<file path="src/rtl/axis_gen_pkg.sv">
// Shared types and constants for the AXI-stream packet generator.
// The LFSR taps encode x^64+x^63+x^61+x^60+1 for a right-shifting Galois register.
package axis_gen_pkg;

    typedef enum logic [1:0] {
        MODE_LFSR  = 2'd0,
        MODE_CNT   = 2'd1,
        MODE_IDX   = 2'd2,
        MODE_CONST = 2'd3
    } mode_t;

    typedef enum logic [1:0] {
        ST_IDLE = 2'd0,
        ST_RUN  = 2'd1,
        ST_GAP  = 2'd2
    } state_t;

    localparam logic [63:0] LFSR_TAPS = 64'hD800_0000_0000_0000;

endpackage

</file>
<file path="src/rtl/lfsr_nbit.sv">
// Galois LFSR, reseedable. q_nxt is the value the register takes on the next
// enabled step, so the caller can register it as output data in the same cycle.
module lfsr_nbit
    import axis_gen_pkg::*;
#(
    parameter int               WIDTH = 64,
    parameter int               OUTW  = 64,
    parameter logic [WIDTH-1:0] SEED  = '1,
    parameter logic [WIDTH-1:0] TAPS  = WIDTH'(LFSR_TAPS)
) (
    input  logic            clk,
    input  logic            s_rst_n,
    input  logic            load,
    input  logic            enable,
    output logic [OUTW-1:0] q_nxt
);

    logic [WIDTH-1:0] state_q;
    logic [WIDTH-1:0] state_step;

    always_comb begin
        state_step = {1'b0, state_q[WIDTH-1:1]} ^ (state_q[0] ? TAPS : '0);
    end

    assign q_nxt = state_step[OUTW-1:0];

    always_ff @(posedge clk) begin
        if (!s_rst_n || load) begin
            state_q <= SEED;
        end else if (enable) begin
            state_q <= state_step;
        end
    end

endmodule

</file>
<file path="src/rtl/axis_pkt_gen.sv">
// AXI-stream packet generator: fixed-length packets, programmable gap and count,
// four data patterns, graceful stop at packet boundaries. All outputs are registered.
module axis_pkt_gen
    import axis_gen_pkg::*;
#(
    parameter int          DATAW   = 64,
    parameter int          MAX_LEN = 256,
    parameter logic [63:0] SEED    = 64'hFEDCBA9876543210,
    parameter int          GAPW    = 8,
    parameter int          CNTW    = 16,
    localparam int         LENW    = $clog2(MAX_LEN + 1)
) (
    input  logic             clk,
    input  logic             s_rst_n,
    input  logic             start,
    input  logic             stop,
    input  logic [1:0]       cfg_mode,
    input  logic [LENW-1:0]  cfg_len,
    input  logic [GAPW-1:0]  cfg_gap,
    input  logic [CNTW-1:0]  cfg_num_pkts,
    output logic [DATAW-1:0] m_data,
    output logic             m_vld,
    input  logic             m_rdy,
    output logic             m_last,
    output logic             busy,
    output logic             done,
    output logic [CNTW-1:0]  pkt_cnt,
    output logic [1:0]       dbg_state
);

    state_t            state_q, state_d;
    mode_t             mode_q, mode_d;
    logic [LENW-1:0]   len_q, len_d, beat_q, beat_d, beat_nxt, last_beat, len_clamped;
    logic [GAPW-1:0]   gap_q, gap_d, gap_cnt_q, gap_cnt_d;
    logic [CNTW-1:0]   num_q, num_d, pkt_cnt_d, pkt_inc;
    logic [DATAW-1:0]  word_q, word_d, word_nxt, data_d, lfsr_nxt;
    logic              stop_q, stop_d, vld_d, last_d, done_d, hs;
    logic              lfsr_load, lfsr_en;

    lfsr_nbit #(
        .WIDTH (64),
        .OUTW  (DATAW),
        .SEED  (SEED),
        .TAPS  (LFSR_TAPS)
    ) u_lfsr (
        .clk     (clk),
        .s_rst_n (s_rst_n),
        .load    (lfsr_load),
        .enable  (lfsr_en),
        .q_nxt   (lfsr_nxt)
    );

    function automatic logic [LENW-1:0] clamp_len(input logic [LENW-1:0] l);
        if (l == '0) return LENW'(1);
        if (l > LENW'(MAX_LEN)) return LENW'(MAX_LEN);
        return l;
    endfunction

    // Data word for the beat about to be presented; lf is the LFSR value for that beat.
    function automatic logic [DATAW-1:0] pattern(input mode_t mode, input logic [LENW-1:0] beat,
                                                 input logic [DATAW-1:0] word,
                                                 input logic [DATAW-1:0] lf);
        logic [63:0] beat_ext;
        beat_ext = 64'(beat);
        case (mode)
            MODE_LFSR: return lf;
            MODE_CNT:  return word;
            MODE_IDX:  return beat_ext[DATAW-1:0];
            default:   return SEED[DATAW-1:0];
        endcase
    endfunction

    assign dbg_state = state_q;

    always_comb begin
        state_d   = state_q;
        mode_d    = mode_q;
        len_d     = len_q;
        gap_d     = gap_q;
        num_d     = num_q;
        beat_d    = beat_q;
        word_d    = word_q;
        gap_cnt_d = gap_cnt_q;
        stop_d    = stop_q;
        pkt_cnt_d = pkt_cnt;
        data_d    = m_data;
        vld_d     = m_vld;
        last_d    = m_last;
        done_d    = 1'b0;
        lfsr_load = 1'b0;
        lfsr_en   = 1'b0;

        hs          = m_vld & m_rdy;
        last_beat   = len_q - LENW'(1);
        beat_nxt    = m_last ? '0 : beat_q + LENW'(1);
        word_nxt    = word_q + DATAW'(1);
        pkt_inc     = (pkt_cnt == '1) ? pkt_cnt : pkt_cnt + CNTW'(1);
        len_clamped = clamp_len(cfg_len);

        case (state_q)
            ST_IDLE: begin
                stop_d = 1'b0;
                if (start && !stop) begin
                    mode_d    = mode_t'(cfg_mode);
                    len_d     = len_clamped;
                    gap_d     = cfg_gap;
                    num_d     = cfg_num_pkts;
                    pkt_cnt_d = '0;
                    beat_d    = '0;
                    word_d    = '0;
                    lfsr_load = 1'b1;
                    data_d    = pattern(mode_t'(cfg_mode), '0, '0, SEED[DATAW-1:0]);
                    last_d    = (len_clamped == LENW'(1));
                    vld_d     = 1'b1;
                    state_d   = ST_RUN;
                end
            end
            ST_RUN: begin
                if (stop) stop_d = 1'b1;
                if (hs) begin
                    lfsr_en = (mode_q == MODE_LFSR);
                    beat_d  = beat_nxt;
                    word_d  = word_nxt;
                    data_d  = pattern(mode_q, beat_nxt, word_nxt, lfsr_nxt);
                    last_d  = (beat_nxt == last_beat);
                    if (m_last) begin
                        pkt_cnt_d = pkt_inc;
                        if ((num_q != '0 && pkt_inc == num_q) || stop_q || stop) begin
                            state_d = ST_IDLE;
                            vld_d   = 1'b0;
                            last_d  = 1'b0;
                            done_d  = 1'b1;
                            stop_d  = 1'b0;
                        end else if (gap_q != '0) begin
                            state_d   = ST_GAP;
                            gap_cnt_d = gap_q;
                            vld_d     = 1'b0;
                            last_d    = 1'b0;
                        end
                    end
                end
            end
            ST_GAP: begin
                // The next packet's first word is already in m_data; just release it.
                if (stop || stop_q) begin
                    state_d = ST_IDLE;
                    done_d  = 1'b1;
                    stop_d  = 1'b0;
                end else if (gap_cnt_q <= GAPW'(1)) begin
                    state_d = ST_RUN;
                    vld_d   = 1'b1;
                    last_d  = (beat_q == last_beat);
                end else begin
                    gap_cnt_d = gap_cnt_q - GAPW'(1);
                end
            end
            default: state_d = ST_IDLE;
        endcase
    end

    always_ff @(posedge clk) begin
        if (!s_rst_n) begin
            state_q   <= ST_IDLE;
            mode_q    <= MODE_LFSR;
            len_q     <= LENW'(1);
            gap_q     <= '0;
            num_q     <= '0;
            beat_q    <= '0;
            word_q    <= '0;
            gap_cnt_q <= '0;
            stop_q    <= 1'b0;
            pkt_cnt   <= '0;
            m_data    <= '0;
            m_vld     <= 1'b0;
            m_last    <= 1'b0;
            done      <= 1'b0;
            busy      <= 1'b0;
        end else begin
            state_q   <= state_d;
            mode_q    <= mode_d;
            len_q     <= len_d;
            gap_q     <= gap_d;
            num_q     <= num_d;
            beat_q    <= beat_d;
            word_q    <= word_d;
            gap_cnt_q <= gap_cnt_d;
            stop_q    <= stop_d;
            pkt_cnt   <= pkt_cnt_d;
            m_data    <= data_d;
            m_vld     <= vld_d;
            m_last    <= last_d;
            done      <= done_d;
            busy      <= (state_d != ST_IDLE);
        end
    end

endmodule

</file>
<file path="config.mk">
export PLATFORM = sky130hd
export DESIGN_NAME = axis_pkt_gen
export DESIGN_NICKNAME = d
export VERILOG_FILES = /design/src/rtl/axis_gen_pkg.sv /design/src/rtl/lfsr_nbit.sv /design/src/rtl/axis_pkt_gen.sv
export SDC_FILE = /design/constraint.sdc
export NUM_CORES = 1
export LEC_CHECK = 0
export ABC_AREA = 1
export BUFFER_PORTS_ARGS = -buffer_cell sky130_fd_sc_hd__buf_2
export CAP_MARGIN = 30
export CELL_PAD_IN_SITES_DETAIL_PLACEMENT = 1
export CELL_PAD_IN_SITES_GLOBAL_PLACEMENT = 1
export CORE_AREA = 2 2 191 193
export CTS_CLUSTER_SIZE = 8
export DETAILED_ROUTE_END_ITERATION = 16
export DIE_AREA = 0 0 193 195
export PLACE_DENSITY_LB_ADDON = 0.2
export SLEW_MARGIN = 20
export SYNTH_ARGS = -nofsm -noshare
export SYNTH_HDL_FRONTEND = slang
export SYNTH_SLANG_ARGS = --single-unit
export TNS_END_PERCENT = 1
</file>
<file path="constraint.sdc">
create_clock -name clk -period 2.1 [get_ports clk]
set_input_delay 0.63 -clock clk [delete_from_list [all_inputs] [get_ports clk]]
set_output_delay 0.63 -clock clk [all_outputs]
set_load 0.05 [all_outputs]
</file>
==> impl_metrics.env <==
export IMPL_status="complete, but fails checks"
export IMPL_power_density_nw_per_um2=650.2
export IMPL_drcViolationCount=0
export IMPL_p_leak_uw=0.008120
export IMPL_worstHoldStart="cfg_num_pkts[13]"
export IMPL_syn_nets=2055
export IMPL_drive_above_1_share_pct=29.44
export IMPL_fin_crit_sh_pct=116.3
export IMPL_htree_levels=2
export IMPL_synth_seq_area_share_pct=39.07
export IMPL_cts_made_buffers=39
export IMPL_maxCapViolations=0
export IMPL_r2r_slack_ns=-0.34
export IMPL_layout_commonest_cell="nand2_1"
export IMPL_reg2reg_depth=19
export IMPL_pin_count=126
export IMPL_wl_per_cell_um=19.95
export IMPL_cts_sinks=267
export IMPL_endpoint_kind="flip-flop"
export IMPL_antenna_found_initial=4
export IMPL_final_cell_mix="457 x nand2_1, 321 x buf_4, 243 x dfxtp_1"
export IMPL_drtAntennaViolNets=0
export IMPL_rsz0062_at_grt="yes"
export IMPL_die_x_um=193
export IMPL_root_buffer="clkbuf_16"
export IMPL_crit_type="flip-flop to flip-flop"
export IMPL_yosysWarnings=0
export IMPL_drt_iter0_drc=894
export IMPL_cts_buffer_depth=3
export IMPL_maxSlewHeadroom_pct=55.34
export IMPL_hpwl_um=40970
export IMPL_avgSynthCellArea_um2=6.823
export IMPL_hold_viol=0
export IMPL_timing_fmax_mhz=409.4
export IMPL_power_uw=12460
export IMPL_row_count=69
export IMPL_portBuffers=125
export IMPL_cts_hold_buf=0
export IMPL_worst_path_max_fanout=8
export IMPL_grt_first_pass_wirelength_um=87370
export IMPL_dieArea_um2=37640
export IMPL_arrival_ns=2.87
export IMPL_start_kind="flip-flop"
export IMPL_grt_pass1_vias=16308
export IMPL_die_y_um=195
export IMPL_place_area_um2=17240
export IMPL_design_final_nets=2472
export IMPL_intPower_uw=8985
export IMPL_placedCellCount=2822
export IMPL_holdPathEnd="num_q[13]"
export IMPL_syn_inst=2005
export IMPL_finalSetupViolCount=78
export IMPL_ir_worst_vdd_mv=0.6993
export IMPL_violations="negative setup slack"
export IMPL_vias=15642
export IMPL_syn_to_final_growth_pct=40.06
export IMPL_clockPowerShare_pct=45.6
export IMPL_syn_area_um2=13680
export IMPL_worstHoldPathType="primary input to flip-flop"
export IMPL_dr_pass1_iters=5
export IMPL_fin_ws_ns=-0.3428
export IMPL_seq_power_share_pct=42.3
export IMPL_netSwitchingFraction_pct=27.88
export IMPL_start_util_pct=38.65
export IMPL_grt_start_max_net_pins=112
export IMPL_clock_latency_ns=0.54
export IMPL_max_slew_worst_pin_slew_ns=0.6698
export IMPL_setup_tns_ns=-12.59
export IMPL_slew_viol_final=0
export IMPL_worstPathRequired_ns=2.53
export IMPL_gp_congestion=0.9412
export IMPL_period_minus_slack_ns=2.443
export IMPL_ys_seq_elements=267
export IMPL_grt_overflow_total=0
export IMPL_r2r_end="gap_cnt_q[7]"
export IMPL_switchingPower_uw=3473
export IMPL_final_util_pct=54.13
export IMPL_wirelength_um=57660
export IMPL_grtUsageTotal_pct=29.54
export IMPL_clkTransAtPathRegs_ns=0.05
export IMPL_vias_per_cell=5.411
export IMPL_final_cell_count_no_fill=2891
export IMPL_cts_tree="yes"
export IMPL_r2r_start="pkt_cnt[1]"
export IMPL_clock_skew_ns=0.02081
export IMPL_combPwrFrac_pct=12.0
export IMPL_synth_cell_types=50
export IMPL_core_area_um2=35400
export IMPL_fin_area_um2=19160
export IMPL_hold_depth=3
## cells by family after synthesis
logic type,synth area share (%)
and+or+nand+nor,28.88
adders and majority gates,0.9878
xor gates and xnor gates,4.994
DFF,39.07
buffers and inverters,8.625
AOI/OAI and AO/OA,17.44
## cell usage after synthesis (all sizes together)
master,instances,area [um2]
nor4,12,81.33
nor3b,1,7.510
nor3,41,231.5
clkbuf,85,319.1
a31oi,7,43.79
nand4,46,300.3
o221ai,12,105.1
nand3,100,523.0
a22o,1,8.760
a21oi,195,975.9
maj3,1,10.01
a32o,2,20.02
nand2,487,1856
o22ai,38,237.7
nor2,211,832.0
a22oi,2,15.01
or3,2,12.51
o211ai,19,142.6
a21o,1,7.510
o21ai,110,561.8
or2,16,100.1
and3,1,6.260
a211oi,22,165.2
dfxtp,267,5345
xor2,65,569.3
clkinv,7,31.28
o21ba,1,10.01
o21a,10,75.07
ha,10,125.1
inv,211,792.0
buf,7,37.53
o2111ai,2,17.52
xnor2,13,113.9
## what timing repair did
item	in CTS	in global routing
endpoints found under the setup margin	93	122
resized for setup	67	131
setup buffers	1	17
pin swaps	11	48
gates cloned	0	3
## metal layers
layer / routed length (um) / GRT usage [%]
met1: 24120 / 37.27
met2: 28180 / 50.55
met3: 3450 / 5.320
met4: 1824 / 9.877
met5: 87 / 0
## power groups by stage
stage	sequential, uW	clock, uW	combinational, uW
6_report	5270	5690	1500
5_1_grt	5280	5990	1620
4_1_cts	5270	5780	1450
3_5_place_dp	5370	0	1430
3_3_place_gp	5370	0	1400
2_1_floorplan	5540	0	688
## stage by stage
stage          worst slack [ns]  hold WS (ns)
6_report                -0.3428        0.2881
5_1_grt                 -0.4812        0.2922
4_1_cts                 -0.3167        0.2764
3_5_place_dp            -0.5652        0.4511
3_3_place_gp            -0.5090        0.4410
2_1_floorplan           -0.1007        0.4292
## registers in the layout (all words and copies together) (netlist names)
signal,cells
m_vld,1
m_data,64
u_lfsr.state_q,64
num_q,16
pkt_cnt,16
len_q,9
dbg_state,2
busy,1
gap_cnt_q,8
done,1
mode_q,2
stop_q,1
gap_q,8
m_last,1
beat_q,9
word_q,64
## worst max path at each step
| stage | from | slack [ns] | endpoint | cells after the start |
|---|---|---|---|---|
| after floorplan | pkt_cnt[0] | -0.10 | gap_cnt_q[0] | 18 |
| after global placement | word_q[1] | -0.51 | m_data[53] | 16 |
| after detailed placement | word_q[0] | -0.57 | m_data[53] | 16 |
| after CTS | pkt_cnt[1] | -0.32 | gap_cnt_q[4] | 19 |
| after global routing | pkt_cnt[1] | -0.48 | gap_cnt_q[7] | 19 |
| final | pkt_cnt[1] | -0.34 | gap_cnt_q[7] | 19 |
## area by class of cell
type	count	area, um2
timing repair buffer	465	3372
clock buffer	45	1008
tap	461	576.8
timing repair inverter	3	23.77
clock inverter	3	26.28
multi-input combinational	1428	7894
inverter	218	843.3
fill	4590	16240
antenna	1	2.502
sequential	267	5413
## critical path, stage by stage (launching register included)
cell and delay (ns):
dfxtp_4 0.36, ha_4 0.14, inv_2 0.05, nor2_4 0.14, nand2_4 0.09, nor2_4 0.20
buf_6 0.16, inv_8 0.04, nand3_2 0.05, nand2_2 0.05, nor3_2 0.17, nand2_1 0.09
nor2_2 0.12, nand2_2 0.11, nand2_4 0.10, o21ai_4 0.07, nand2_4 0.15, inv_8 0.07
nor2_4 0.10, nor2_2 0.03
Note: power is estimated with default switching activity, not from simulation.
